`config.mk`:
```
export PLATFORM = sky130hd
export DESIGN_NAME = uart_tx_arbiter
export DESIGN_NICKNAME = d
export VERILOG_FILES = /design/src/rtl/uart_arb_pkg.sv /design/src/rtl/uart_tx_arbiter_rr_pick.sv /design/src/rtl/uart_tx_arbiter.sv
export SDC_FILE = /design/constraint.sdc
export NUM_CORES = 1
export LEC_CHECK = 0
export ABC_AREA = 1
export ABC_CLOCK_PERIOD_IN_PS = 3450
export CORE_MARGIN = 2
export CORE_UTILIZATION = 51
export CTS_CLUSTER_SIZE = 40
export DETAILED_ROUTE_END_ITERATION = 12
export PLACE_DENSITY = 0.82
export SLEW_MARGIN = 20
export SYNTH_ARGS = -nofsm -noshare
export SYNTH_HDL_FRONTEND = slang
export SYNTH_SLANG_ARGS = --single-unit
```
`constraint.sdc`:
```
create_clock -name clk -period 3.45 [get_ports clk]
set_input_delay 0.5175 -clock clk [delete_from_list [all_inputs] [get_ports clk]]
set_output_delay 0.5175 -clock clk [all_outputs]
set_load 0.01 [all_outputs]
```
`src/rtl/uart_arb_pkg.sv`:
```
// Shared types and defaults for the UART transmitter arbiter.
// State encoding is exported on the debug port, so its values are fixed.
package uart_arb_pkg;

  typedef enum logic [2:0] {
    ST_IDLE       = 3'd0,
    ST_SEND       = 3'd1,
    ST_WAIT_START = 3'd2,
    ST_WAIT_DONE  = 3'd3,
    ST_HOLD       = 3'd4
  } state_t;

  localparam int START_TIMEOUT_DEF = 16;
  localparam int HOLD_TIMEOUT_DEF  = 255;

  function automatic int max_int(input int a, input int b);
    return (a > b) ? a : b;
  endfunction

endpackage

```
`src/rtl/uart_tx_arbiter_rr_pick.sv`:
```
// Round-robin picker: first set request at or after ptr, wrapping.
// Purely combinational; the owner of ptr updates it.
module rr_pick #(
  parameter int N  = 2,
  parameter int IW = 1
) (
  input  logic [N-1:0]  req,
  input  logic [IW-1:0] ptr,
  output logic [N-1:0]  win_oh,
  output logic [IW-1:0] win_idx,
  output logic          any
);

  logic [N-1:0] rot;
  int           k;
  int           sum;

  // Rotate so ptr lands on bit 0, then find the lowest set bit.
  always_comb begin
    rot     = N'({req, req} >> ptr);
    any     = 1'b0;
    k       = 0;
    sum     = 0;
    win_oh  = '0;
    win_idx = '0;
    for (int j = 0; j < N; j++) begin
      if (!any && rot[j]) begin
        any = 1'b1;
        k   = j;
      end
    end
    sum = int'(ptr) + k;
    if (sum >= N) sum = sum - N;
    if (any) begin
      win_idx = IW'(sum);
      win_oh  = N'(1) << sum;
    end
  end

endmodule

```
`src/rtl/uart_tx_arbiter.sv`:
```
// Shares one UART TX between N_REQ requesters, round-robin,
// with optional frame lock until the requester flags its last byte.
module uart_tx_arbiter
  import uart_arb_pkg::*;
#(
  parameter int N_REQ         = 2,
  parameter int START_TIMEOUT = START_TIMEOUT_DEF,
  parameter int HOLD_TIMEOUT  = HOLD_TIMEOUT_DEF
) (
  input  logic               clk,
  input  logic               reset,
  input  logic [N_REQ-1:0]   req,
  input  logic [N_REQ-1:0]   last,
  input  logic [8*N_REQ-1:0] req_data,
  input  logic               tx_busy,
  output logic [7:0]         txdata,
  output logic               wr_en,
  output logic [N_REQ-1:0]   ack,
  output logic [N_REQ-1:0]   grant,
  output logic [2:0]         state
);

  localparam int IW = (N_REQ > 1) ? $clog2(N_REQ) : 1;
  localparam int TW =
    $clog2(max_int(START_TIMEOUT, HOLD_TIMEOUT));

  state_t            state_q, state_d;
  logic [7:0]        txdata_q, txdata_d;
  logic [N_REQ-1:0]  ack_q, ack_d;
  logic [N_REQ-1:0]  grant_q, grant_d;
  logic [IW-1:0]     idx_q, idx_d;
  logic [IW-1:0]     rr_ptr_q, rr_ptr_d;
  logic [TW-1:0]     timer_q, timer_d;
  logic              lock_end_q, lock_end_d;

  logic [N_REQ-1:0]  pick_oh;
  logic [IW-1:0]     pick_idx;
  logic              pick_any;
  logic [IW-1:0]     nxt_ptr;

  rr_pick #(
    .N  (N_REQ),
    .IW (IW)
  ) u_pick (
    .req     (req),
    .ptr     (rr_ptr_q),
    .win_oh  (pick_oh),
    .win_idx (pick_idx),
    .any     (pick_any)
  );

  always_comb begin
    nxt_ptr = '0;
    if (int'(idx_q) != N_REQ - 1) nxt_ptr = idx_q + IW'(1);
  end

  always_comb begin
    state_d    = state_q;
    txdata_d   = txdata_q;
    ack_d      = '0;
    grant_d    = grant_q;
    idx_d      = idx_q;
    rr_ptr_d   = rr_ptr_q;
    timer_d    = timer_q;
    lock_end_d = lock_end_q;
    unique case (state_q)
      ST_IDLE: begin
        if (!tx_busy && pick_any) begin
          txdata_d   = req_data[8*int'(pick_idx) +: 8];
          lock_end_d = last[pick_idx];
          grant_d    = pick_oh;
          idx_d      = pick_idx;
          ack_d      = pick_oh;
          state_d    = ST_SEND;
        end
      end
      ST_SEND: begin
        timer_d = '0;
        state_d = ST_WAIT_START;
      end
      ST_WAIT_START: begin
        if (tx_busy ||
            timer_q == TW'(START_TIMEOUT - 1)) begin
          state_d = ST_WAIT_DONE;
        end else begin
          timer_d = timer_q + TW'(1);
        end
      end
      ST_WAIT_DONE: begin
        if (!tx_busy) begin
          if (lock_end_q) begin
            grant_d  = '0;
            rr_ptr_d = nxt_ptr;
            state_d  = ST_IDLE;
          end else begin
            timer_d = '0;
            state_d = ST_HOLD;
          end
        end
      end
      ST_HOLD: begin
        // Only the lock owner may continue; busy still blocks a write.
        if (req[idx_q] && !tx_busy) begin
          txdata_d   = req_data[8*int'(idx_q) +: 8];
          lock_end_d = last[idx_q];
          ack_d      = grant_q;
          state_d    = ST_SEND;
        end else if (timer_q == TW'(HOLD_TIMEOUT - 1)) begin
          grant_d  = '0;
          rr_ptr_d = nxt_ptr;
          state_d  = ST_IDLE;
        end else begin
          timer_d = timer_q + TW'(1);
        end
      end
      default: state_d = ST_IDLE;
    endcase
  end

  always_ff @(posedge clk) begin
    if (reset) begin
      state_q    <= ST_IDLE;
      txdata_q   <= '0;
      ack_q      <= '0;
      grant_q    <= '0;
      idx_q      <= '0;
      rr_ptr_q   <= '0;
      timer_q    <= '0;
      lock_end_q <= 1'b0;
    end else begin
      state_q    <= state_d;
      txdata_q   <= txdata_d;
      ack_q      <= ack_d;
      grant_q    <= grant_d;
      idx_q      <= idx_d;
      rr_ptr_q   <= rr_ptr_d;
      timer_q    <= timer_d;
      lock_end_q <= lock_end_d;
    end
  end

  assign txdata = txdata_q;
  assign wr_en  = (state_q == ST_SEND);
  assign ack    = ack_q;
  assign grant  = grant_q;
  assign state  = state_q;

endmodule
```
Yosys cells after proc, flatten, opt, wreduce, memory -nomap -nowiden:

Index checks and enable logic that the tools add are counted.

* add/subtract/negate cells: 4
* order comparisons: 3
* equal/unequal tests: 17
* shifts and indexed selects: 4
* multiplexer cells: 46
* reduce and logical (&&, ||, !) cells: 17

Operators with widths (number)
* two-way mux 8 bit: 7
* greater-or-equal comparator 32 x 3 -> 1 bit (second input constant): 1
* two-way mux 32 bit: 1
* one-hot mux 8 bit (4 select lines): 1
* variable part select 16 x 5 -> 8 bit: 2
* left shift 1 x 32 -> 2 bit (first input constant): 1
* subtractor 32 x 3 -> 32 bit (second input constant): 1
* != test 2 bit (second input constant): 10
* two-way mux 3 bit: 6
* two-way mux 1 bit: 17
* two-way mux 2 bit: 8
* one-hot mux 8 bit (2 select lines): 1
* one-hot mux 3 bit (5 select lines): 1
* AND reduction 6 bit: 2
* adder 8 x 1 -> 8 bit (second input constant): 1
* == test 8 x 4 -> 1 bit (second input constant): 1
* == test 8 bit (second input constant): 1
* == test 3 x 2 -> 1 bit (second input constant): 2
* one-hot mux 2 bit (3 select lines): 1
* AND reduction 5 bit: 1
* < comparator 1 x 2 -> 1 bit (second input constant): 2
* one-hot mux 1 bit (2 select lines): 2
* one-hot mux 2 bit (2 select lines): 1
* AND reduction 4 bit: 1
* 15 further kinds: 19

* bits in registers: 26
* output and inout port bits: 16
* logic and storage cells: 99

Logic depth before layout (Yosys ltp):

Gate-level depths: netlist of the first run.

* word-level depth: 13
* gate-level depth with buffers: 10
* mapped depth without buffers: 10

By module:

Synthesis of the first run repeated with hierarchy kept, for this count alone.

* cell total of the unflattened synthesis: 248
* area, all modules: 1615.3 um^2

Modules (own cells, without submodules)
* uart_tx_arbiter: times used 1, cells each 241, area an instance 1582.8 um^2
* rr_pick: times used 1, cells each 7, area an instance 32.5 um^2

Worst setup path before layout of the first run:

No wires, ideal clock.

* path kind: input to register
* start: input req[0]
* end: register txdata_q[0] (netlist: txdata[0])
* library setup time: 0.117 ns
* arrival time: 1.350 ns
* path slack: 1.983 ns
* cell stages on the path: 6
* path buffers: 0
* cells stage by stage: o21ai_0 -> nor2_4 -> nor2_8 -> inv_4 -> o21ai_0 -> nor2_1

* cells in the longest elaborated chain, start to end: 12
* elaborated cells on any way between the ends: 21
* those cells by class: add/sub (2); order compare (1); eq/ne (2); shift (2); mux (9); reduce/logical (5)

RTL lines
* from (decl): RTL line uart_tx_arbiter.sv:12 `input logic [N_REQ-1:0] req,`
* right shift 4 x 1 -> 2 bit: RTL line uart_tx_arbiter_rr_pick.sv:20 `rot = N'({req, req} >> ptr);`
* two-way mux 1 bit: RTL line uart_tx_arbiter_rr_pick.sv:27 `if (!any && rot[j]) begin`
* zero test 1 bit: RTL line uart_tx_arbiter_rr_pick.sv:27
* logical AND 1 bit: RTL line uart_tx_arbiter_rr_pick.sv:27
* two-way mux 1 bit: RTL line uart_tx_arbiter_rr_pick.sv:27
* adder 1 x 1 -> 2 bit: RTL line uart_tx_arbiter_rr_pick.sv:32 `sum = int'(ptr) + k;`
* subtractor 32 x 3 -> 32 bit / greater-or-equal comparator 32 x 3 -> 1 bit (equally long branches): RTL line uart_tx_arbiter_rr_pick.sv:33 `if (sum >= N) sum = sum - N;`
* two-way mux 32 bit: RTL line uart_tx_arbiter_rr_pick.sv:33
* two-way mux 1 bit: RTL line uart_tx_arbiter_rr_pick.sv:34 `if (any) begin`
* variable part select 16 x 5 -> 8 bit: RTL line uart_tx_arbiter.sv:69 `txdata_d = req_data[8*int'(pick_idx) +: 8];`
* two-way mux 8 bit: RTL line uart_tx_arbiter.sv:68 `if (!tx_busy && pick_any) begin`
* one-hot mux 8 bit (2 select lines): RTL line uart_tx_arbiter.sv:66 `unique case (state_q)`
* to (signal assigned): RTL line uart_tx_arbiter.sv:132 `txdata_q <= txdata_d;`
* to (decl): RTL line uart_tx_arbiter.sv:28 `logic [7:0] txdata_q, txdata_d;`

Several ways; a longest one is shown, not always the timed one. The select of a mux whose other input is x is not followed.
A chain may end at the register's enable or synchronous reset.

Final worst setup path of the first run:

* start: register state_q[2] (netlist: state[2])
* end: output wr_en

* cells in the longest elaborated chain, start to end: 1

RTL lines
* from (decl): RTL line uart_tx_arbiter.sv:27 `state_t state_q, state_d;`
* from (signal assigned): RTL line uart_tx_arbiter.sv:131 `state_q <= state_d;`
* == test 3 x 1 -> 1 bit: RTL line uart_tx_arbiter.sv:143 `assign wr_en = (state_q == ST_SEND);`
* to (decl): RTL line uart_tx_arbiter.sv:17 `output logic wr_en,`

No other way between the ends.

==> metrics.md, run 1 <==
| Metric | Value |
|---|---|
| Outcome | completed |
| Synth area leader | dfxtp_1 |
| Post-CTS Setup Bufs | 0 |
| CTS Buffer Depth | 2 |
| P_leak | 0.000855 uW |
| First-pass DRT Iterations | 4 |
| Seq/Total Area, Yosys | 0.327 |
| Slowest Stage Delay on Critical Path | slightly below 600 ps |
| GRT Overall Usage | 0.220 |
| # rows | 20 |
| Area post-placement | 1990 um2 |
| Routed Antenna Nets | 0 |
| Cell area after layout | 2020 um2 |
| Largest cells by area after synthesis | dfxtp_1 (33%), nand2_1 (15%), nor2_1 (9.2%) |
| Initial antenna violation count | 0 |
| Crit path max-delay cell type | clkdlybuf4s50_1 |
| Syn Area/Cell | 6.39 um2 |
| Critical path arrival | 1620 ps |
| Skew final | around 2.6 ps |
| Die area | 3580 um2 |
| Largest net degree at the start of global routing | 17 |
| Fin crit period | 2140 ps |
| Final hold violation count | 0 |
| # diodes | 0 |
| Worst min path class | register to register |
| Fin crit share | 0.620 |
| CTS tree | yes |
| Critical Path, Cell by Cell | nor3_1, clkdlybuf4s50_1 |
| Port buffer count | 38 |
| Count leader, synth | nand2_1 |
| Worst-Skew Late Latency | roughly 330 ps |
| Clock Root Buffer | clkbuf_4 |
| FF+latch count, synth | 26 |
| Sum of negative setup slack | 0 ps |
| Vias/cell | 5.01 |
| Min Hold Slack | just under 500 ps |
| Die X | 59.8 um |
| Nets | 313 |
| GR Overflow Total | 0 |
| RD Place Congestion | 0.949 |
| Routed vias | 1602 |
| Asr flop ratio synth | 0 |
| Most common library cells after synthesis | nand2_1 (65), nor2_1 (39), dfxtp_1 (26) |
| Ys flop type | dfxtp_1 |
| Post-synth EDFFs | 0 |
| Initial core utilization | 0.530 |
| Drt wl/cell | 11.4 um |
| Hold_buf cts | 0 |
| Netlist cell types | 27 |
| Cell Pwr Density | 507 nW/um2 |
| Mapped cell area | 1590 um2 |
| First-pass GRT wire length | 5970 um |
| Core box area | 3000 um2 |
| Relative slew slack | 0.626 |
| CP endpoint kind | output port |
| Max cap viols | 0 |
| Max VDD drop | 0.286 mV |
| Worst-path clk slew | between 100 and 150 ps |
| Data required, critical path | just under 3000 ps |
| Yosys warns | 0 |
| Max FO, Critical Path | 7 |
| Post-Syn Nets | 274 |
| Total Wirelength | 3630 um |
| Slew of the pin with the lowest slew margin | 559 ps |
| Layout cells sized above 1 | 0.0836 |
| RSZ-0062 raised after global routing | false |
| CTS sink count | 26 |
| Layout fillers | 271 |
| Top cell type's share of synthesized area | 0.327 |
| # IOs | 39 |
| Crit Path Category | register to output port |
| FMAX | 0.468 GHz |
| H-tree depth | 1 |
| # DRC | 0 |
| Final setup fails | 0 |
| Layout area overhead | 27.3% |
| CTS Buf Count | 3 |
| Cell count after synthesis | 249 |
| Initial DRC Count | 82 |
| Gates resized, CTS repair | 0 |
| Max Slew Vio Count | 0 |
| Crit start category | register |
| Vias in the first global route | 1411 |
| Chip height | 59.8 um |
| Post-DP HPWL | 2800 um |
-- through the flow --
stage	instances	total power, uW	utilization	worst slack (ps)
after floorplan	249	698	-	1980
after global placement	316	867	0.662	1380
after detailed placement	316	868	0.662	1400
after CTS	320	1030	0.674	1310
after global routing	320	1100	0.674	1200
final	320	1030	0.674	1310
-- placed cells by master (no fill, tap or decap) --
| master | count |
|---|---|
| o211ai_2 | 1 |
| xnor2_1 | 1 |
| inv_1 | 25 |
| nor2_1 | 39 |
| ha_1 | 2 |
| dfxtp_1 | 26 |
| clkdlybuf4s50_1 | 38 |
| clkbuf_8 | 1 |
| o21bai_1 | 1 |
| a21oi_1 | 16 |
| nor2_8 | 1 |
| nand3_2 | 1 |
| nand2_1 | 65 |
| nand3_1 | 11 |
| nor2_2 | 1 |
| o21ai_2 | 1 |
| inv_2 | 6 |
| a21boi_0 | 1 |
| inv_4 | 1 |
| nand3_4 | 2 |
| nor3_1 | 3 |
| nand4_1 | 7 |
| clkbuf_4 | 3 |
| nor2_4 | 4 |
| o21ai_0 | 21 |
| o21ai_1 | 7 |
| nand2_2 | 2 |
-- per-layer routing --
layer | GRT usage | vias up | wire, um
met2 | 0.373 | 45 | 1690
met4 | 0.0857 | 0 | 51
met3 | 0.0455 | 5 | 190
li1 | - | 881 | -
met1 | 0.272 | 671 | 1700
met5 | 0 | - | 0
-- area by class of cell --
type | count | area, um2 | share of cell area
Timing Repair Buffer | 38 | 380 | 0.188
Tap cell | 33 | 41.3 | 0.0204
Multi-Input combinational cell | 187 | 923 | 0.456
Sequential cell | 26 | 520 | 0.257
Clock buffer | 4 | 36.3 | 0.0179
Inverter | 32 | 123 | 0.0606
-- sequential cells by signal, indices dropped and copies added, names as in the netlist --
name and flops:
timer_q 8, state 3, rr_ptr_q 1, grant 2, idx_q 1, ack 2, lock_end_q 1, txdata 8
-- path summary, 6_finish.rpt --
kind | start | endpoint | slack, ps | cells past startpoint
min reg2reg | grant[1] | ack[1] | 490 | 2
min | grant[1] | ack[1] | 490 | 2
max | state[2] | wr_en | 1310 | 2
max reg2reg | timer_q[1] | timer_q[6] | 1690 | 7
-- critical path, delay by kind of cell (launching register included) --
family                 cells  cell delay [ps]
and+or+nand+nor            1              280
buffers and inverters      1              580
DFF                        1              430
-- logic make-up (layout without fill, tap and decap cells) --
group                    Yosys count  after routing  share of synthesized area
XOR/XNOR                           1              1                    0.00551
buffers and inverters             36             74                     0.0921
flip-flops                        26             26                      0.327
adder cells (fa/ha/maj)            2              2                     0.0157
AO/OA/AOI/OAI                     48             48                      0.161
AND/OR/NAND/NOR                  136            136                      0.398
-- report_power, final --
group	leakage, uW	internal, uW	switching, uW
clock network	0.0000210	64.8	94.9
registers	0.000212	349	41.7
logic	0.000622	200	277
total	0.000855	614	413
No activity file was read; power rests on OpenSTA's default activity.
==> run 2, diff against run 1 <==
--- a/config.mk
+++ b/config.mk
@@ -6,12 +6,12 @@
 export NUM_CORES = 1
 export LEC_CHECK = 0
 export ABC_AREA = 1
-export ABC_CLOCK_PERIOD_IN_PS = 3450
+export ABC_CLOCK_PERIOD_IN_PS = 2000
 export CORE_MARGIN = 2
-export CORE_UTILIZATION = 51
+export CORE_UTILIZATION = 49
 export CTS_CLUSTER_SIZE = 40
 export DETAILED_ROUTE_END_ITERATION = 12
-export PLACE_DENSITY = 0.82
+export PLACE_DENSITY = 0.79
 export SLEW_MARGIN = 20
 export SYNTH_ARGS = -nofsm -noshare
 export SYNTH_HDL_FRONTEND = slang
==> constraint.sdc (replaced) <==
create_clock -name clk -period 2 [get_ports clk]
set_input_delay 0.3 -clock clk [delete_from_list [all_inputs] [get_ports clk]]
set_output_delay 0.3 -clock clk [all_outputs]
set_load 0.01 [all_outputs]
==> run 2 against run 1 <==
Compared with the run above: clock-buffer cell count down 1; critical path type unchanged; clock skew up 2.6 ps; critical endpoint unchanged; largest cell class unchanged; first-iteration DRC count up 15%.
==> metrics.md, run 2 (same netlist as run 1, synthesis figures left out) <==
| Metric | Value |
|---|---|
| Hold_buf cts | 0 (unchanged) |
| FMAX | 0.534 GHz |
| # IOs | 39 (unchanged) |
| Chip height | 61.0 um (was 59.8 um) |
| Worst min path class | register to register (unchanged) |
| Reg power frac | 0.359 (was 0.380) |
| RSZ-0062 raised after global routing | false (unchanged) |
| CTS Buf Count | 3 (unchanged) |
| CTS Buffer Depth | 2 (unchanged) |
| Dpl ws | 180 ps (was 1400 ps) |
| P_leak | 0.000880 uW (was 0.000855 uW) |
| Vias in the first global route | 1458 (was 1411) |
| Initial antenna violation count | 0 (unchanged) |
| Final hold violation count | 0 (unchanged) |
| Die area | 3720 um2 (was 3580 um2) |
| GR Layer Usage met2 | 0.396 (was 0.373) |
| Most frequent cells in the layout | nand2_1 (65), nor2_1 (39), clkdlybuf4s50_1 (38) (unchanged) |
| Min Hold Slack | 499 ps (was 489 ps) |
| Nets | 316 (was 313) |
| M1 GR Usage | 0.294 (was 0.272) |
| Port buffer count | 38 (unchanged) |
| Post-DP HPWL | 3000 um (was 2800 um) |
| Worst-path clk slew | 150 ps (was 140 ps) |
| Vias/cell | 4.91 (was 5.01) |
| Max Slew Vio Count | 0 (unchanged) |
| Sum of negative setup slack | 0 ps (unchanged) |
| Die X | 61.0 um (was 59.8 um) |
| Layer with the highest usage | met2 (unchanged) |
| Crit Path Category | register to output port (unchanged) |
| Setup crit end | wr_en (unchanged) |
| Final setup fails | 0 (unchanged) |
| Clock Root Buffer | clkbuf_4 (unchanged) |
| Largest net degree at the start of global routing | 17 (unchanged) |
| # DRC | 0 (unchanged) |
| R2R Path Start | timer_q[0] (was timer_q[1]) |
| Core box area | 3080 um2 (was 3000 um2) |
| Critical Path Start | state[2] (unchanged) |
| Routed Antenna Nets | 0 (unchanged) |
| RR Endpoint | timer_q[6] (unchanged) |
| Switching Share | 0.386 (was 0.402) |
| Relative slew slack | 0.676 (was 0.626) |
| Critical path arrival | 1570 ps (was 1620 ps) |
| Pwr Total | 1880 uW (was 1030 uW) |
| First-pass DRT Iterations | 4 (unchanged) |
| Outcome | completed (unchanged) |
| Layout cells sized above 1 | 0.0966 (was 0.0836) |
| Layout fillers | 299 (was 271) |
| Initial DRC Count | 94 (was 82) |
| Routed vias | 1640 (was 1602) |
| Total Wirelength | 3790 um (was 3630 um) |
| Max cap viols | 0 (unchanged) |
| Worst-Skew Late Latency | 340 ps (was 330 ps) |
| Commonest non-fill, non-tap cell in the layout | nand2_1 (unchanged) |
| Layout area overhead | 30.9% (was 27.3%) |
| Combinational power share | 0.440 (was 0.464) |
| Max FO, Critical Path | 7 (unchanged) |
| Post-CTS Setup Bufs | 0 (unchanged) |
| GR Overflow Total | 0 (unchanged) |
| Skew final | 5.12 ps (was 2.57 ps) |
| CTS sink count | 26 (unchanged) |
| # diodes | 0 (unchanged) |
| Cell Pwr Density | 904 nW/um2 (was 507 nW/um2) |
| Initial core utilization | 0.517 (was 0.530) |
| H-tree depth | 1 (unchanged) |
| Data required, critical path | 1700 ps (was 2930 ps) |
| RD Place Congestion | 0.837 (was 0.949) |
| Crit start category | register (unchanged) |
| Slew of the pin with the lowest slew margin | 486 ps (was 559 ps) |
| CTS tree | yes (unchanged) |
| Fin crit share | 0.936 |
| # rows | 20 (unchanged) |
| Final worst slack | 128 ps (was 1310 ps) |
| GRT Overall Usage | 0.233 (was 0.220) |
| Fin crit period | 1870 ps |
| Clock group share of total power | 0.201 (was 0.156) |
| P_int | 1150 uW (was 614 uW) |
| R2R depth | 7 (unchanged) |
| First-pass GRT wire length | 6450 um (was 5970 um) |
| Final core occ | 0.676 (was 0.674) |
| Drt wl/cell | 11.3 um (was 11.4 um) |
| R2R Setup Slk | 260 ps (was 1690 ps) |
| Max VDD drop | 0.427 mV (was 0.286 mV) |
| CP endpoint kind | output port (unchanged) |
| NetSw | 727 uW (was 413 uW) |
| GRT met3 Usage | 0.0405 (was 0.0455) |
run 2: cell type report:
class / count / area, um2 / area share
flip-flops and latches: 26 / 520 / 0.250
inverters: 32 / 123 / 0.0589
repair buffers: 41 / 403 / 0.194
multi-input cells: 187 / 928 / 0.446
well taps: 44 / 55.1 / 0.0264
clock buffers: 3 / 22.5 / 0.0108
clock inverters: 1 / 30.0 / 0.0144
run 2: metrics by stage:
| step | instance area [um2] | std cells |
|---|---|---|
| finish | 2080 | 334 |
| global route | 2080 | 334 |
| CTS | 2080 | 334 |
| detailed placement | 2020 | 330 |
| global placement | 2020 | 330 |
| floorplan | 1590 | 249 |
run 2: worst min path at each step:
stage,startpoint,endpoint,slack (ps),cells past startpoint
5_1_grt,grant[0],ack[0],520,2
3_5_place_dp,grant[0],ack[0],480,2
4_1_cts,grant[1],ack[1],500,2
6_report,grant[1],ack[1],500,2
3_3_place_gp,grant[0],ack[0],470,2
2_1_floorplan,reset,grant[1],370,1
run 2: what timing repair did:
| item | in CTS | in global routing |
|---|---|---|
| resized for setup | 0 | 1 |
| setup endpoints to repair | 0 | 1 |
| endpoints found under the hold margin | 0 | 0 |
run 2: routing by layer:
layer  wire length [um]  vias up
met1               1670      710
li1                   -      877
met3                175        7
met4                 55        0
met5                  0        -
met2               1880       46
run 2: critical path: stages (launching register included):
cell and delay, ps:
dfxtp_1 430, nor3_2 240, clkdlybuf4s50_1 560
run 2: power groups by stage:
stage / clock network (uW) / registers (uW) / logic (uW)
2_1_floorplan: 0 / 703 / 502
3_3_place_gp: 0 / 687 / 814
3_5_place_dp: 0 / 684 / 827
4_1_cts: 372 / 675 / 832
5_1_grt: 406 / 690 / 926
6_report: 377 / 676 / 829
